## config.mk

```make
export PLATFORM = sky130hd
export DESIGN_NAME = pipe_stage_reg
export DESIGN_NICKNAME = d
export VERILOG_FILES = /design/src/rtl/pipe_stage_reg.sv
export SDC_FILE = /design/constraint.sdc
export NUM_CORES = 1
export LEC_CHECK = 0
export CORE_ASPECT_RATIO = 2
export CORE_MARGIN = 4
export CORE_UTILIZATION = 35
export DETAILED_ROUTE_END_ITERATION = 10
export MAX_ROUTING_LAYER = met4
export PLACE_DENSITY = 0.72
export SYNTH_ARGS = -nofsm -noshare
export SYNTH_HDL_FRONTEND = slang
export SYNTH_SLANG_ARGS = --single-unit
```

## constraint.sdc

```tcl
create_clock -name clk -period 5.1 [get_ports clk]
set_input_delay 1.53 -clock clk [delete_from_list [all_inputs] [get_ports clk]]
set_output_delay 1.53 -clock clk [all_outputs]
set_load 0.1 [all_outputs]
```

## src/rtl/pipe_stage_reg.sv

```systemverilog
// Handshaked pipeline stage register with a two-entry skid buffer, flush/bubble
// insertion, safe-control forcing on invalid output and a saturating stall counter.
module pipe_stage_reg #(
    parameter int unsigned                DATA_WIDTH  = 32,
    parameter int unsigned                CTRL_WIDTH  = 8,
    parameter logic [CTRL_WIDTH-1:0]      CTRL_BUBBLE = '0,
    parameter int unsigned                CNT_WIDTH   = 16
) (
    input  logic                  clk,
    input  logic                  reset,
    input  logic                  flush,
    input  logic                  in_valid,
    output logic                  in_ready,
    input  logic [DATA_WIDTH-1:0] in_data,
    input  logic [CTRL_WIDTH-1:0] in_ctrl,
    output logic                  out_valid,
    input  logic                  out_ready,
    output logic [DATA_WIDTH-1:0] out_data,
    output logic [CTRL_WIDTH-1:0] out_ctrl,
    output logic [1:0]            occupancy,
    output logic [CNT_WIDTH-1:0]  stall_count
);

    typedef enum logic [1:0] {
        EMPTY = 2'd0,
        ONE   = 2'd1,
        TWO   = 2'd2
    } state_t;

    state_t                state;
    state_t                stateNext;
    logic [DATA_WIDTH-1:0] mData;
    logic [CTRL_WIDTH-1:0] mCtrl;
    logic [DATA_WIDTH-1:0] sData;
    logic [CTRL_WIDTH-1:0] sCtrl;
    logic [CNT_WIDTH-1:0]  stallCount;
    logic                  accept;
    logic                  take;
    logic                  loadMIn;
    logic                  loadMSkid;
    logic                  loadS;

    assign accept = in_valid & in_ready & ~flush;
    assign take   = out_valid & out_ready;

    always_ff @(posedge clk) begin
        if (reset) begin
            state <= EMPTY;
        end else begin
            state <= stateNext;
        end
    end

    // Load enables are decoded alongside the next state so the datapath follows the FSM exactly.
    always_comb begin
        stateNext = state;
        loadMIn   = 1'b0;
        loadMSkid = 1'b0;
        loadS     = 1'b0;
        if (flush) begin
            stateNext = EMPTY;
        end else begin
            unique case (state)
                EMPTY: begin
                    if (accept) begin
                        stateNext = ONE;
                        loadMIn   = 1'b1;
                    end
                end
                ONE: begin
                    if (accept && take) begin
                        loadMIn = 1'b1;
                    end else if (accept) begin
                        stateNext = TWO;
                        loadS     = 1'b1;
                    end else if (take) begin
                        stateNext = EMPTY;
                    end
                end
                TWO: begin
                    if (take) begin
                        stateNext = ONE;
                        loadMSkid = 1'b1;
                    end
                end
                default: stateNext = EMPTY;
            endcase
        end
    end

    always_comb begin
        in_ready  = (state != TWO);
        out_valid = (state != EMPTY);
        out_data  = mData;
        out_ctrl  = out_valid ? mCtrl : CTRL_BUBBLE;
        unique case (state)
            EMPTY:   occupancy = 2'd0;
            ONE:     occupancy = 2'd1;
            TWO:     occupancy = 2'd2;
            default: occupancy = 2'd0;
        endcase
    end

    always_ff @(posedge clk) begin
        if (reset) begin
            mData <= '0;
            mCtrl <= '0;
            sData <= '0;
            sCtrl <= '0;
        end else begin
            if (loadMIn) begin
                mData <= in_data;
                mCtrl <= in_ctrl;
            end else if (loadMSkid) begin
                mData <= sData;
                mCtrl <= sCtrl;
            end
            if (loadS) begin
                sData <= in_data;
                sCtrl <= in_ctrl;
            end
        end
    end

    always_ff @(posedge clk) begin
        if (reset) begin
            stallCount <= '0;
        end else if (out_valid && !out_ready && (stallCount != '1)) begin
            stallCount <= stallCount + 1'b1;
        end
    end

    assign stall_count = stallCount;

endmodule

```

==> results of run 1 <==
logic make-up (layout without fill, tap and decap cells):
kind of cell / after synthesis / after routing / synth area share [%]
buffers and inverters: 40 / 126 / 4.152
and+or+nand+nor: 189 / 189 / 21.87
DFF: 98 / 98 / 49.70
muxes: 4 / 4 / 1.109
AOI/OAI and AO/OA: 150 / 150 / 22.85
adders and majority gates: 1 / 1 / 0.3169
routing by layer:
metal	vias to the layer above	wire length, µm
met5	-	0
met1	1740	4168
met3	21	367
met2	108	5865
met4	0	357
li1	1847	-
worst register-to-register path, delay by kind of cell (launching register included):
kind	cells	cell delay [ps]
AND/OR/NAND/NOR	3	1320
adder cells (fa/ha/maj)	1	370
flip-flops	1	410
multiplexers	1	330
final cells by class:
cell class	count	share of cell area [%]
Tap cell	140	3.235
Inverter	3	0.2079
Multi-Input combinational cell	344	34.31
Sequential cell	98	36.23
Clock buffer	11	4.667
Timing Repair Buffer	108	19.96
Clock inverter	4	1.386
layout by cell type (no fill, tap or decap), types with 4 or more instances in the layout:
cell type / n
nand2_1: 128
clkdlybuf4s50_1: 103
dfxtp_1: 98
a21oi_1: 93
a22oi_1: 40
nor2b_1: 14
o31ai_1: 9
or4_1: 9
clkbuf_16: 9
nor2_1: 6
nand4_1: 5
nor4_1: 5
nand3_1: 4
buf_4: 4
synthesized netlist by cell type, drive strengths merged (5+ instances only):
master and number:
nand2 128, dfxtp 98, a21oi 94, a22oi 40, clkbuf 32, nor2b 14
o31ai 9, or4 9, nor2 6, nor4 6, buf 5, nand4 5
state kept, by name (all words and copies together) (netlist names):
register / count
sCtrl: 8
sData: 32
mCtrl: 8
state: 2
out_data: 32
stall_count: 16
worst paths after layout:
check                    to  slack (ps)           start
min reg2reg        mCtrl[5]         450        mCtrl[5]
max             out_ctrl[6]         920        state[0]
min                mCtrl[5]         450        mCtrl[5]
max reg2reg  stall_count[8]        2570  stall_count[0]
power by group through the flow:
stage	clock network, mW	registers (mW)	logic, mW
2_1_floorplan	0	0.898	0.0680
3_3_place_gp	0	0.812	0.238
3_5_place_dp	0	0.813	0.240
4_1_cts	0.745	0.796	0.240
5_1_grt	0.774	0.798	0.251
6_report	0.725	0.796	0.238
==> metrics.txt, run 1 <==
Post-synth EDFFs 0; sequential fraction of the synthesis area 49.70%; fin util 49.47%; CTS Sinks 98; startpoint types flop; final clock skew 4.381 ps; cell count after synthesis 482; Sw Ratio 25.52%; GR Layer Usage met3 1.979%; Yosys warning count 0; met2 GRT Util 30.47%; crit path buf inv count 1; CTS Root Cell clkbuf_16; slowest CP cell clkdlybuf4s50_1; Rows 54; Tot Pwr 1.759 mW; CP max stage delay 1180 ps; power share of the clock group 41.2%; GRT Util Overall 16.68%; via count 3716; Hold/Removal Path Class reg -> reg; RSZ-0062 raised after global routing no; setup ws final 917.9 ps; ys flop type dfxtp_1; WL final 10760 µm; vias in the first global route 3608; Core Area 10950 µm²; Post-Place Cells 693; DR pass1 iterations 6; Post-CTS Resized 0; Pleak 1.738 nW; Hold Path Cell Cnt 2; TritonCTS Buffers 9; H-tree levels 3; placed cell area 5087 µm²; relative slew slack 20.70%; Die Ht 158.2 µm; Max clock buf depth 2; clock latency on the worst-skew pair 330 ps; global route total overflow 0; Yosys cell types 35; pin count of the biggest net entering global routing 102; Flop pwr share 45.2%; routed length per placed instance 15.20 µm; DIE AREA 13140 µm²; pre-CTS setup slack 1278 ps; worst reg2reg path depth 5; Yosys reg bits 98; # diodes 0; power per standard cell area 324.9 nW/µm²; Slew @ Worst Pin 1180 ps; DRT iter0 DRCs 219; sequential cell area 1962 µm²; Setup TNS Final 0 ps; fillers 1069; Worst Path Max Fanout 9; Area Overhead vs Synth 37.18%; Setup-failing EPs final 0; Final period util 82.00%; maxcap violations 0; Post-Syn Area per Cell 8.190 µm²; cell chain of the critical path nor2_1, nor2b_1, clkdlybuf4s50_1; GR peak layer met2; CP Capture Type output port; critical path class reg -> out; GPL Wtd Cong 0.8589; CP Data Arrival Time 2650 ps; Critical Path RT 3570 ps; final instance area 5415 µm²; Cell Count, Final, Fillers Out 708; Post CTS Setup Buffer Count 0; Routed Antenna Nets 0; Die X 83.10 µm; initial antenna violation count 0; Gate power share 13.5%; TritonCTS clock tree yes; NetSw 0.4489 mW; Final Hold Fails 0; fin crit period 4182 ps; syn_nets 528; NumNets Final 610; max-slew violation count 0; top post-synthesis cells by area dfxtp_1 (50%), nand2_1 (12%), a21oi_1 (12%); CTS clock-pin slew for the worst setup and hold paths 60 ps; post-cts hold buffer count 0; Internal 1.311 mW; area occupied by multi-input gates 1858 µm²; global-route wire length before repair 17350 µm; area share of the largest cell type after synthesis 49.70%; DP Wirelength 7661 µm; asr flop ratio synth 0%; Initial Util 36.07%; detail-routed via count per cell 5.249; mapped cell area 3948 µm²; Synth area leader dfxtp_1; Worst path top cell family by delay buffers and inverters; GRT met1 Usage 17.52%; Levels on crit path 3; DRC 0; outcome completed; Max Fclk 0.2391 GHz; PortBufs 104; Max VDD drop 0.0002360 V; layout cell share with drive strength beyond 1 5.282%; WHS 451.0 ps; I/O pin count 105
Note: power is estimated with default switching activity, not from simulation.
==> run 2: changes to the inputs <==
--- a/config.mk
+++ b/config.mk
@@ -10,7 +10,7 @@
 export CORE_UTILIZATION = 35
 export DETAILED_ROUTE_END_ITERATION = 10
 export MAX_ROUTING_LAYER = met4
-export PLACE_DENSITY = 0.72
+export PLACE_DENSITY = 0.74
 export SYNTH_ARGS = -nofsm -noshare
 export SYNTH_HDL_FRONTEND = slang
 export SYNTH_SLANG_ARGS = --single-unit
==> constraint.sdc (replaced) <==
create_clock -name clk -period 3.7 [get_ports clk]
set_input_delay 1.11 -clock clk [delete_from_list [all_inputs] [get_ports clk]]
set_output_delay 1.11 -clock clk [all_outputs]
set_load 0.1 [all_outputs]
==> metrics.txt, run 2 (synthesized netlist as in run 1, its figures left out) <==
outcome completed; Critical Path RT 3930 ps; GRT Util Overall 17.06%; post-cts hold buffer count 0; Setup TNS Final 0 ps; Core Area 10950 µm²; Area Overhead vs Synth 34.17%; TritonCTS clock tree yes; CTS Sinks 98; # diodes 0; Max VDD drop 0.0003169 V; Post-Place Cells 700; Pleak 1.883 nW; cell chain of the critical path clkdlybuf4s50_1, o21bai_4, or3_1, nor4_1, mux2_2; Die Ht 158.2 µm; Worst Path Max Fanout 18; Max clock buf depth 2; fin crit period 2991 ps; Rows 54; sequential cell area 1962 µm²; Post-CTS Resized 0; RSZ-0062 raised after global routing no; crit path buf inv count 1; Final period util 80.83%; CP max stage delay 560 ps; Setup-failing EPs final 0; fillers 1069; Worst path top cell family by delay simple AND/OR/NAND/NOR gates; Post CTS Setup Buffer Count 0; DR pass1 iterations 4; clock latency on the worst-skew pair 340 ps; Slew @ Worst Pin 1184 ps; layout cell share with drive strength beyond 1 16.84%; final clock skew 8.400 ps; global route total overflow 0; max-slew violation count 0; critical path class in -> reg; routed length per placed instance 15.60 µm; Max Fclk 0.3344 GHz; final instance area 5296 µm²; vias in the first global route 3615; CTS clock-pin slew for the worst setup and hold paths 70 ps; WL final 11170 µm; DP Wirelength 7933 µm; H-tree levels 3; maxcap violations 0; via count 3788; Cell Count, Final, Fillers Out 716; TritonCTS Buffers 9; startpoint types input port; Hold/Removal Path Class reg -> reg; commonest non-fill, non-tap cell in the layout nand2_1; global-route wire length before repair 17570 µm; slowest CP cell or3_1; Die X 83.10 µm; PortBufs 104; initial antenna violation count 0; Final Hold Fails 0; placed cell area 4977 µm²; I/O pin count 105; NumNets Final 617; DRT iter0 DRCs 259; GPL Wtd Cong 0.7640; DIE AREA 13140 µm²; relative slew slack 20.38%; power per standard cell area 456.1 nW/µm²; pin count of the biggest net entering global routing 72; DRC 0; Initial Util 36.07%; CP Capture Type flop; area occupied by multi-input gates 1858 µm²; Routed Antenna Nets 0; CP Data Arrival Time 3220 ps; CTS Root Cell clkbuf_16; detail-routed via count per cell 5.291; most frequent cells in the layout nand2_1 (128), dfxtp_1 (98), a21oi_1 (93)
[run 2: worst reg2reg max path: stages, from the launching register on]
cell     delay [ps]
dfxtp_1         410
ha_1            360
nand4_1         250
nor4_2          940
nor4_1          130
mux2_2          320
[run 2: through the flow]
stage          utilization [%]  setup slack, ps  total power, mW  hold WS [ps]
5_1_grt                  48.39            605.2            2.499         471.1
4_1_cts                  48.39            694.9            2.443         454.1
6_report                 48.39            709.5            2.416         451.3
3_5_place_dp             45.47            343.4            1.449         445.1
2_1_floorplan                -            606.7            1.331         431.8
3_3_place_gp             45.47            396.2            1.444         438.1
[run 2: layer usage]
layer,vias up,track usage [%],routed length (µm)
li1,1866,-,-
met1,1812,17.12,4187
met2,95,32.27,6355
met3,15,2.708,383
met4,0,7.405,243
met5,-,-,0
[run 2: power by group]
| group | switching (mW) | total [mW] | internal, mW | leakage (nW) |
|---|---|---|---|---|
| clock network | 0.397 | 0.992 | 0.595 | 0.153 |
| registers | 0.0169 | 1.10 | 1.08 | 0.794 |
| logic | 0.229 | 0.326 | 0.0967 | 0.935 |
| total | 0.643 | 2.42 | 1.77 | 1.88 |
[run 2: area by class of cell]
class / count / share of cell area [%]
inverter: 3 / 0.2126
sequential: 98 / 37.04
timing repair buffer: 115 / 18.33
clock inverter: 6 / 1.701
tap: 140 / 3.307
clock buffer: 10 / 4.323
multi-input combinational: 344 / 35.08
[run 2: worst paths after layout]
kind             startpoint               to  slack, ps  cells after the start
max               out_ready  stall_count[15]        710                      5
min                mCtrl[0]         mCtrl[0]        450                      2
max reg2reg  stall_count[0]   stall_count[7]       1190                      5
min reg2reg        mCtrl[0]         mCtrl[0]        450                      2
